File: src/rtl/jamma_pkg.sv
// rtl/jamma_pkg.sv - shared constants and types for the JAMMA input conditioner
package jamma_pkg;

    localparam int BTNS = 8;

    localparam int BTN_RGT   = 0;
    localparam int BTN_START = 1;
    localparam int BTN_S1    = 2;
    localparam int BTN_UP    = 3;
    localparam int BTN_S2    = 4;
    localparam int BTN_DN    = 5;
    localparam int BTN_S3    = 6;
    localparam int BTN_LFT   = 7;

    // 5 ms at 100 MHz
    localparam int DEBOUNCE_CYCLES_DEF = 500000;

    typedef enum logic {
        ST_STABLE   = 1'b0,
        ST_COUNTING = 1'b1
    } deb_state_t;

endpackage

File: src/rtl/jamma_debounce.sv
// rtl/jamma_debounce.sv - one JAMMA line: synchroniser, debounce FSM, edge pulses, sticky latch
module jamma_debounce
    import jamma_pkg::*;
#(
    parameter int SYNC_STAGES     = 2,
    parameter int DEBOUNCE_CYCLES = DEBOUNCE_CYCLES_DEF
) (
    input  logic clk,
    input  logic rst,
    input  logic raw_n,
    input  logic clr,
    output logic level,
    output logic press,
    output logic released,
    output logic latch,
    output logic press_nxt
);

    localparam int CW = $clog2(DEBOUNCE_CYCLES + 1);
    localparam logic [CW-1:0] CNT_MAX = CW'(DEBOUNCE_CYCLES);

    logic [SYNC_STAGES-1:0] sync_q;
    logic                   sync_line;
    deb_state_t             state_q, state_d;
    logic [CW-1:0]          cnt_q, cnt_d;
    logic                   level_d, press_d, rel_d, latch_d;

    assign sync_line = sync_q[SYNC_STAGES-1];

    always_ff @(posedge clk) begin
        if (rst) begin
            sync_q   <= '0;
            state_q  <= ST_STABLE;
            cnt_q    <= '0;
            level    <= 1'b0;
            press    <= 1'b0;
            released <= 1'b0;
            latch    <= 1'b0;
        end else begin
            sync_q   <= {sync_q[SYNC_STAGES-2:0], ~raw_n};
            state_q  <= state_d;
            cnt_q    <= cnt_d;
            level    <= level_d;
            press    <= press_d;
            released <= rel_d;
            latch    <= latch_d;
        end
    end

    always_comb begin
        state_d = state_q;
        cnt_d   = cnt_q;
        level_d = level;
        press_d = 1'b0;
        rel_d   = 1'b0;
        case (state_q)
            ST_STABLE: begin
                cnt_d = '0;
                if (sync_line != level) begin
                    state_d = ST_COUNTING;
                    cnt_d   = CW'(1);
                end
            end
            ST_COUNTING: begin
                if (sync_line == level) begin
                    state_d = ST_STABLE;
                    cnt_d   = '0;
                end else if (cnt_q >= CNT_MAX) begin
                    level_d = ~level;
                    press_d = ~level;
                    rel_d   = level;
                    state_d = ST_STABLE;
                    cnt_d   = '0;
                end else begin
                    cnt_d = cnt_q + CW'(1);
                end
            end
            default: begin
                state_d = ST_STABLE;
                cnt_d   = '0;
            end
        endcase
        // A clear landing while the press pulse is still visible loses to the set
        latch_d = press_d | press | (latch & ~clr);
    end

    assign press_nxt = press_d;

endmodule

File: src/rtl/jamma_input_ctrl.sv
// rtl/jamma_input_ctrl.sv - multi-player JAMMA input conditioner; JAMMA_LED_DEBUG_EN adds sw/Led panel checkout
module jamma_input_ctrl #(
    parameter int NUM_PLAYERS     = 2,
    parameter int BTNS            = jamma_pkg::BTNS,
    parameter int SYNC_STAGES     = 2,
    parameter int DEBOUNCE_CYCLES = jamma_pkg::DEBOUNCE_CYCLES_DEF
) (
    input  logic                        clk,
    input  logic                        rst,
    input  logic [NUM_PLAYERS*BTNS-1:0] jamma_n,
    output logic [NUM_PLAYERS*BTNS-1:0] btn_level,
    output logic [NUM_PLAYERS*BTNS-1:0] btn_press,
    output logic [NUM_PLAYERS*BTNS-1:0] btn_release,
    output logic [NUM_PLAYERS*BTNS-1:0] press_latch,
    input  logic [NUM_PLAYERS*BTNS-1:0] latch_clr,
`ifdef JAMMA_LED_DEBUG_EN
    input  logic [7:0]                  sw,
    output logic [7:0]                  Led,
`endif
    output logic                        any_press
);

    localparam int NL = NUM_PLAYERS * BTNS;

    logic [NL-1:0] press_nxt;

    for (genvar i = 0; i < NL; i++) begin : g_line
        jamma_debounce #(
            .SYNC_STAGES    (SYNC_STAGES),
            .DEBOUNCE_CYCLES(DEBOUNCE_CYCLES)
        ) u_deb (
            .clk      (clk),
            .rst      (rst),
            .raw_n    (jamma_n[i]),
            .clr      (latch_clr[i]),
            .level    (btn_level[i]),
            .press    (btn_press[i]),
            .released (btn_release[i]),
            .latch    (press_latch[i]),
            .press_nxt(press_nxt[i])
        );
    end

    // OR the next-state pulses so any_press lines up with btn_press
    always_ff @(posedge clk) begin
        if (rst) any_press <= 1'b0;
        else     any_press <= |press_nxt;
    end

`ifdef JAMMA_LED_DEBUG_EN
    logic [7:0] led_d;

    always_comb begin
        led_d = '0;
        for (int p = 0; p < NUM_PLAYERS; p++) begin
            if (sw[2:0] == 3'(p)) led_d = 8'(btn_level[p*BTNS +: BTNS]);
        end
    end

    always_ff @(posedge clk) begin
        if (rst) Led <= '0;
        else     Led <= led_d;
    end
`endif

endmodule

File: config.mk
export PLATFORM = sky130hd
export DESIGN_NAME = jamma_input_ctrl
export DESIGN_NICKNAME = d
export VERILOG_FILES = /design/src/rtl/jamma_pkg.sv /design/src/rtl/jamma_debounce.sv /design/src/rtl/jamma_input_ctrl.sv
export SDC_FILE = /design/constraint.sdc
export NUM_CORES = 1
export LEC_CHECK = 0
export CAP_MARGIN = 20
export CORE_MARGIN = 3
export CORE_UTILIZATION = 25
export CTS_CLUSTER_SIZE = 20
export DETAILED_ROUTE_END_ITERATION = 10
export PLACE_DENSITY = 0.38
export SLEW_MARGIN = 20
export SYNTH_ARGS = -nofsm -noshare
export SYNTH_HDL_FRONTEND = slang
export SYNTH_SLANG_ARGS = --single-unit
File: constraint.sdc
create_clock -name clk -period 1.7 [get_ports clk]
set_input_delay 0.51 -clock clk [delete_from_list [all_inputs] [get_ports clk]]
set_output_delay 0.51 -clock clk [all_outputs]
set_load 0.03 [all_outputs]
Word-level counts from Yosys, hierarchy flattened. Cells that the tools add are included.

Input port bits: 34. Output and inout bits: 65. Logic and storage cells: 530. Bits in registers: 417.

Magnitude comparators: 16. Bitwise gates (word level): 144. Add/sub/neg operators: 16. Mux-type cells: 176. Reduce and logical (&&, ||, !) cells: 33. Equality and inequality tests: 32.

Operators with widths (number): $mux 19 (32); $pmux 19 s2 (16); $add 19x1->19 const B (16); $ge 19x19->1 const B (16); $mux 1 (112); $not 1->1 (96); $reduce_or 4->1 (16); $reduce_and 3->1 (16); $or 1x1->1 (32); $pmux 1 s2 (16); $and 1x1->1 (16); $eq 1x1->1 (16); $ne 1x1->1 (16); $reduce_or 16->1 (1).

Longest topological paths before layout.
Depth in word-level cells: 6. Depth in mapped cells: 7. Gate-level depth less buffers: 7.

By module. A second synthesis with hierarchy kept.

Cell total of the unflattened synthesis: 2079. Area total of the unflattened synthesis: 18999.5 um^2.

Modules (own cells, without submodules): jamma_debounce at g_line[0].u_deb ... (sequential area each 520.5 um^2, area each 1181.1 um^2, times used 15, cells an instance 129); jamma_debounce at g_line[9].u_deb (sequential area each 520.5 um^2, area each 1228.7 um^2, times used 1, cells an instance 138); jamma_input_ctrl (sequential area each 20.0 um^2, area each 53.8 um^2, times used 1, cells an instance 6).

Worst setup path before layout. OpenSTA, ideal clock, no wires.

Kind: flip-flop to flip-flop. Start: register g_line[3].u_deb.cnt_q[12]. End: register any_press. Clock period less this slack: 1.905 ns. Setup time: 0.140 ns. Path buffers: 0. Stages on the path, launching flop included: 7. Arrival time: 1.765 ns. Slack: -0.205 ns. Cell sequence: dfxtp_1 or4_1 a221o_1 nand4_2 nor2_2 nor4_1 a41oi_1.

Longest elaborated chain between the ends: 5.

Ends and longest elaborated chain: start: declaration (RTL line jamma_debounce.sv:25) `logic [CW-1:0] cnt_q, cnt_d;`; start signal: assignment (RTL line jamma_debounce.sv:42) `cnt_q <= cnt_d;`; $ge 19x19->1 (RTL line jamma_debounce.sv:68) `end else if (cnt_q >= CNT_MAX) begin`; $mux 1 (RTL line jamma_debounce.sv:68); $mux 1 (RTL line jamma_debounce.sv:65) `if (sync_line == level) begin`; $mux 1 (RTL line jamma_debounce.sv:56) `case (state_q)`; $reduce_or 16->1 (RTL line jamma_input_ctrl.sv:47) `else any_press <= |press_nxt;`; end signal: assignment (RTL line jamma_input_ctrl.sv:47); end: declaration (RTL line jamma_input_ctrl.sv:20) `output logic any_press`.

Every way passes these cells. A chain may end at the register's enable or synchronous reset.

Worst setup path after layout.
Start: register g_line[3].u_deb.cnt_q[10]. End: register any_press.

Same word-level chain as after synthesis.

==> impl_results.md <==
* Result of the run: complete, but fails checks
* Violated checks: setup timing
* Synth Flop Type: dfxtp_1
* Clk network pwr share at between 50% and 60%
* Routability Congestion at 0.7385
* Non-filler cells in the finished layout at 3255
* Lkg Pwr at 8.253 nW
* Final period util at 112.1%
* Synth async-reset ratio at 0%
* Clock buffer count from CTS at between 50 and 60
* Number of enable flip-flop cells after synthesis at 0
* Clk Tree Root Cell: clkbuf_16
* Detailed Routing Iterations Pass 1 at 5
* Total Power Consumption at about 21 mW
* Die span in y at 269.3 um
* WL per Instance at 11.97 um
* Initial Util at 25.54%
* Most common cell after layout, fill and taps aside: dfxtp_1
* Average vias per placed instance at 4.184
* Pre-CTS worst setup slack at -723.4 ps
* Clock latency of the later-clocked register in the worst-skew pair at 590 ps
* Maximum capacitance violations at 0
* Critical path buffer and inverter count at 0
* Switching power share of the total at a little over a fifth
* Critical path capture point type: flip-flop
* Detail Placement HPWL at 27270 um
* Total of fill cells in the finished design at around 7000
* Routed WL at approximately 40000 um
* Setup repair after global routing missed its margin: yes
* Number of top-level pins at 99
* Yosys cell types at 45
* Number of sinks on the clock net at 417
* Clock tree from TritonCTS: done
* Post-Syn Nets at 2061
* Share of the synthesized area in the top cell type at approximately half
* Power per Cell Area at roughly 910 nW/um^2
* Number of register bits inferred by synthesis at 417
* Area taken by flip-flops and latches at around 8400 sq um
* Diodes inserted at 0
* Number of nets with antenna violations after routing at 0
* Full die area at 72540 sq um
* Cell-by-cell trace of the critical path: or4_4 -> a221o_1 -> nand4_2 -> nor2_2 -> nor4_2 -> a41oi_1
* Final Hold Vio Count at 0
* Synth area leader: dfxtp_1
* Number of global-route vias before repair at between 10000 and 15000
* Path class of the lowest-slack min-delay path: in -> reg
* Synthesized instance count at about 2000
* Final-report max-slew violation count at 0
* Buffers added on ports at 98
* Post-Route Setup TNS at -5138 ps
* Instance area after placement at 20650 sq um
* Tmin final at 1906 ps
* Average instance area after synthesis at around 8.7 sq um
* Share of cells above drive strength 1 at 22.49%
* Required @ worst endpoint at roughly 2200 ps
* Dominant delay contributor by cell family on the critical path: simple AND/OR/NAND/NOR gates
* Mapped cell area at 17340 sq um
* Nature of the critical path startpoint: flip-flop
* Overall via count from detail_route at 13620
* CP peak stage delay at about 520 ps
* Buffer levels on the longest clock path at 3
* Worst Reg2Reg Path Length in Cells at 6
* Layout overhead on the synthesized area at 32.15%
* Cell at the slowest stage of the critical path: or4_4
* Die Width at roughly 270 um
* Share of the yosys chip area belonging to registers at 48.15%
* Minimum setup slack in the final design at -206.2 ps
* Switch Pwr at 4.403 mW
* Number of stages on the worst hold path at 3
* Core Box Area at approximately 68000 sq um
* DRC viols at 0
* Non-Filler Cell Area, Final at 22910 sq um
* Design internal power at between 15 and 20 mW
* Critical Path Fanout Max at 2
* Part of the total power dissipated in combinational logic at 1.4%
* Largest vdd supply drop at 0.7090 mV
* Leading cell types in the layout, fill and taps excluded: dfxtp_1, nor2_1, buf_4
* Worst-case clock skew at 23.13 ps
* Top achievable clock speed at 524.6 MHz
* Initial antenna violation count at 0
* Seq pwr share at between 40% and 50%
* Global-route total usage across every layer at 10.50%
* Area taken by multi-input logic gates at 8617 sq um
* Number of placed instances, taps included at 3137
* Launching instance or port of the critical path: g_line[3].u_deb.cnt_q[10]
* Worst slew margin relative to its limit at 74.03%
* Crit path kind: reg -> reg
* Total number of H-tree levels at 2
* Tightest Pin Transition at 385.4 ps
* Arrival time reported for the critical path endpoint at roughly 2400 ps
* Pin count of the biggest net entering global routing at 29
* Register clock-pin slew on the reported worst setup and hold paths at ~60 ps
* Setup violations, final at 62
* Critical hold path startpoint: rst
* Worst path depth at 6
* First-pass GRT wire length at 64780 um
* Synth warnings at 0
* Net count, final at 2362
* Std-Cell Rows at between 90 and 100
* Iteration-0 DRC count of the detailed router at around 550
* Synth top area cells: dfxtp_1, nor2_1, xor2_1
* GRT Residual Overflow at 0
* Reg2reg start: g_line[3].u_deb.cnt_q[10]
==> synth_stat cells, drive strengths merged, types with 28 or more instances <==
cell type,count
xor2,150
xnor2,94
ha,32
a21oi,60
dfxtp,417
nand4,63
and3,38
nor2b,28
inv,80
clkbuf,30
nor2,408
buf,66
nor3,77
nand2,120
nand3,134
==> layer usage <==
| layer | wire length [um] | vias to the layer above | GRT usage (%) | part of all wire, % |
|---|---|---|---|---|
| met3 | 1610 | 63 | 2.383 | 4.1 |
| met1 | 18670 | 6260 | 13.57 | 48 |
| met2 | 17760 | 128 | 17.48 | 46 |
| li1 | - | 7168 | - | - |
| met4 | 919 | 0 | 3.126 | 2.4 |
| met5 | 0 | - | 0 | 0 |
==> through the flow <==
stage               utilization (%)  hold WS [ps]
finish                        33.75         359.2
global route                  33.75         342.8
detailed placement            30.42         428.6
CTS                           32.83         318.4
floorplan                         -         413.8
global placement              30.42         419.1
==> registers in the layout, indices dropped and copies added (netlist names) <==
| name | flops |
|---|---|
| g_line.u_deb.cnt_q | 304 |
| g_line.u_deb.sync_q | 32 |
| g_line.u_deb.latch | 16 |
| g_line.u_deb.level | 16 |
| g_line.u_deb.press | 16 |
| g_line.u_deb.released | 16 |
| g_line.u_deb.state_q | 16 |
| any_press | 1 |
==> tightest hold or removal path, cell delays in order <==
cell and delay (ps):
buf_4 150, buf_4 180, nor2b_1 50
==> power by group through the flow <==
stage | clock, mW | combinational (mW) | sequential (mW)
after detailed placement | 0 | 0.281 | 10.1
after floorplan | 0 | 0.122 | 10.1
after CTS | 11.1 | 0.285 | 9.87
after global routing | 11.5 | 0.315 | 9.87
final | 10.6 | 0.283 | 9.86
after global placement | 0 | 0.280 | 10.1
==> cells by family (layout without fill, tap and decap cells) <==
kind of cell	Yosys count	after routing	share of synthesized area, %
and+or+nand+nor	984	986	26.83
AOI/OAI and AO/OA	128	128	4.330
xor gates and xnor gates	244	244	12.33
adders and majority gates	32	32	2.309
DFF	417	417	48.15
muxes	14	14	0.8083
buffers and inverters	176	513	5.240
==> what timing repair did <==
item                                    4_1_cts  5_1_grt
hold buffers                                  0        0
gates resized for setup                     345      149
pin swaps                                    20       53
gates cloned                                  2        5
endpoints found under the setup margin      105      153
buffers inserted                             10       13
==> worst paths after layout <==
kind                               endpoint  slack [ps]
setup / recovery                  any_press        -210
hold / removal    g_line[1].u_deb.sync_q[1]         360
setup reg to reg                  any_press        -210
hold reg to reg   g_line[4].u_deb.sync_q[1]         440
==> area by class of cell <==
cell class,instances,share of cell area [%]
inverters,80,1.311
clock inverters,15,0.5025
clock buffers,76,6.729
multi-input cells,1404,37.61
flip-flops and latches,417,36.64
well taps,921,5.030
repair buffers,342,12.17
No activity file was read; power rests on OpenSTA's default activity.
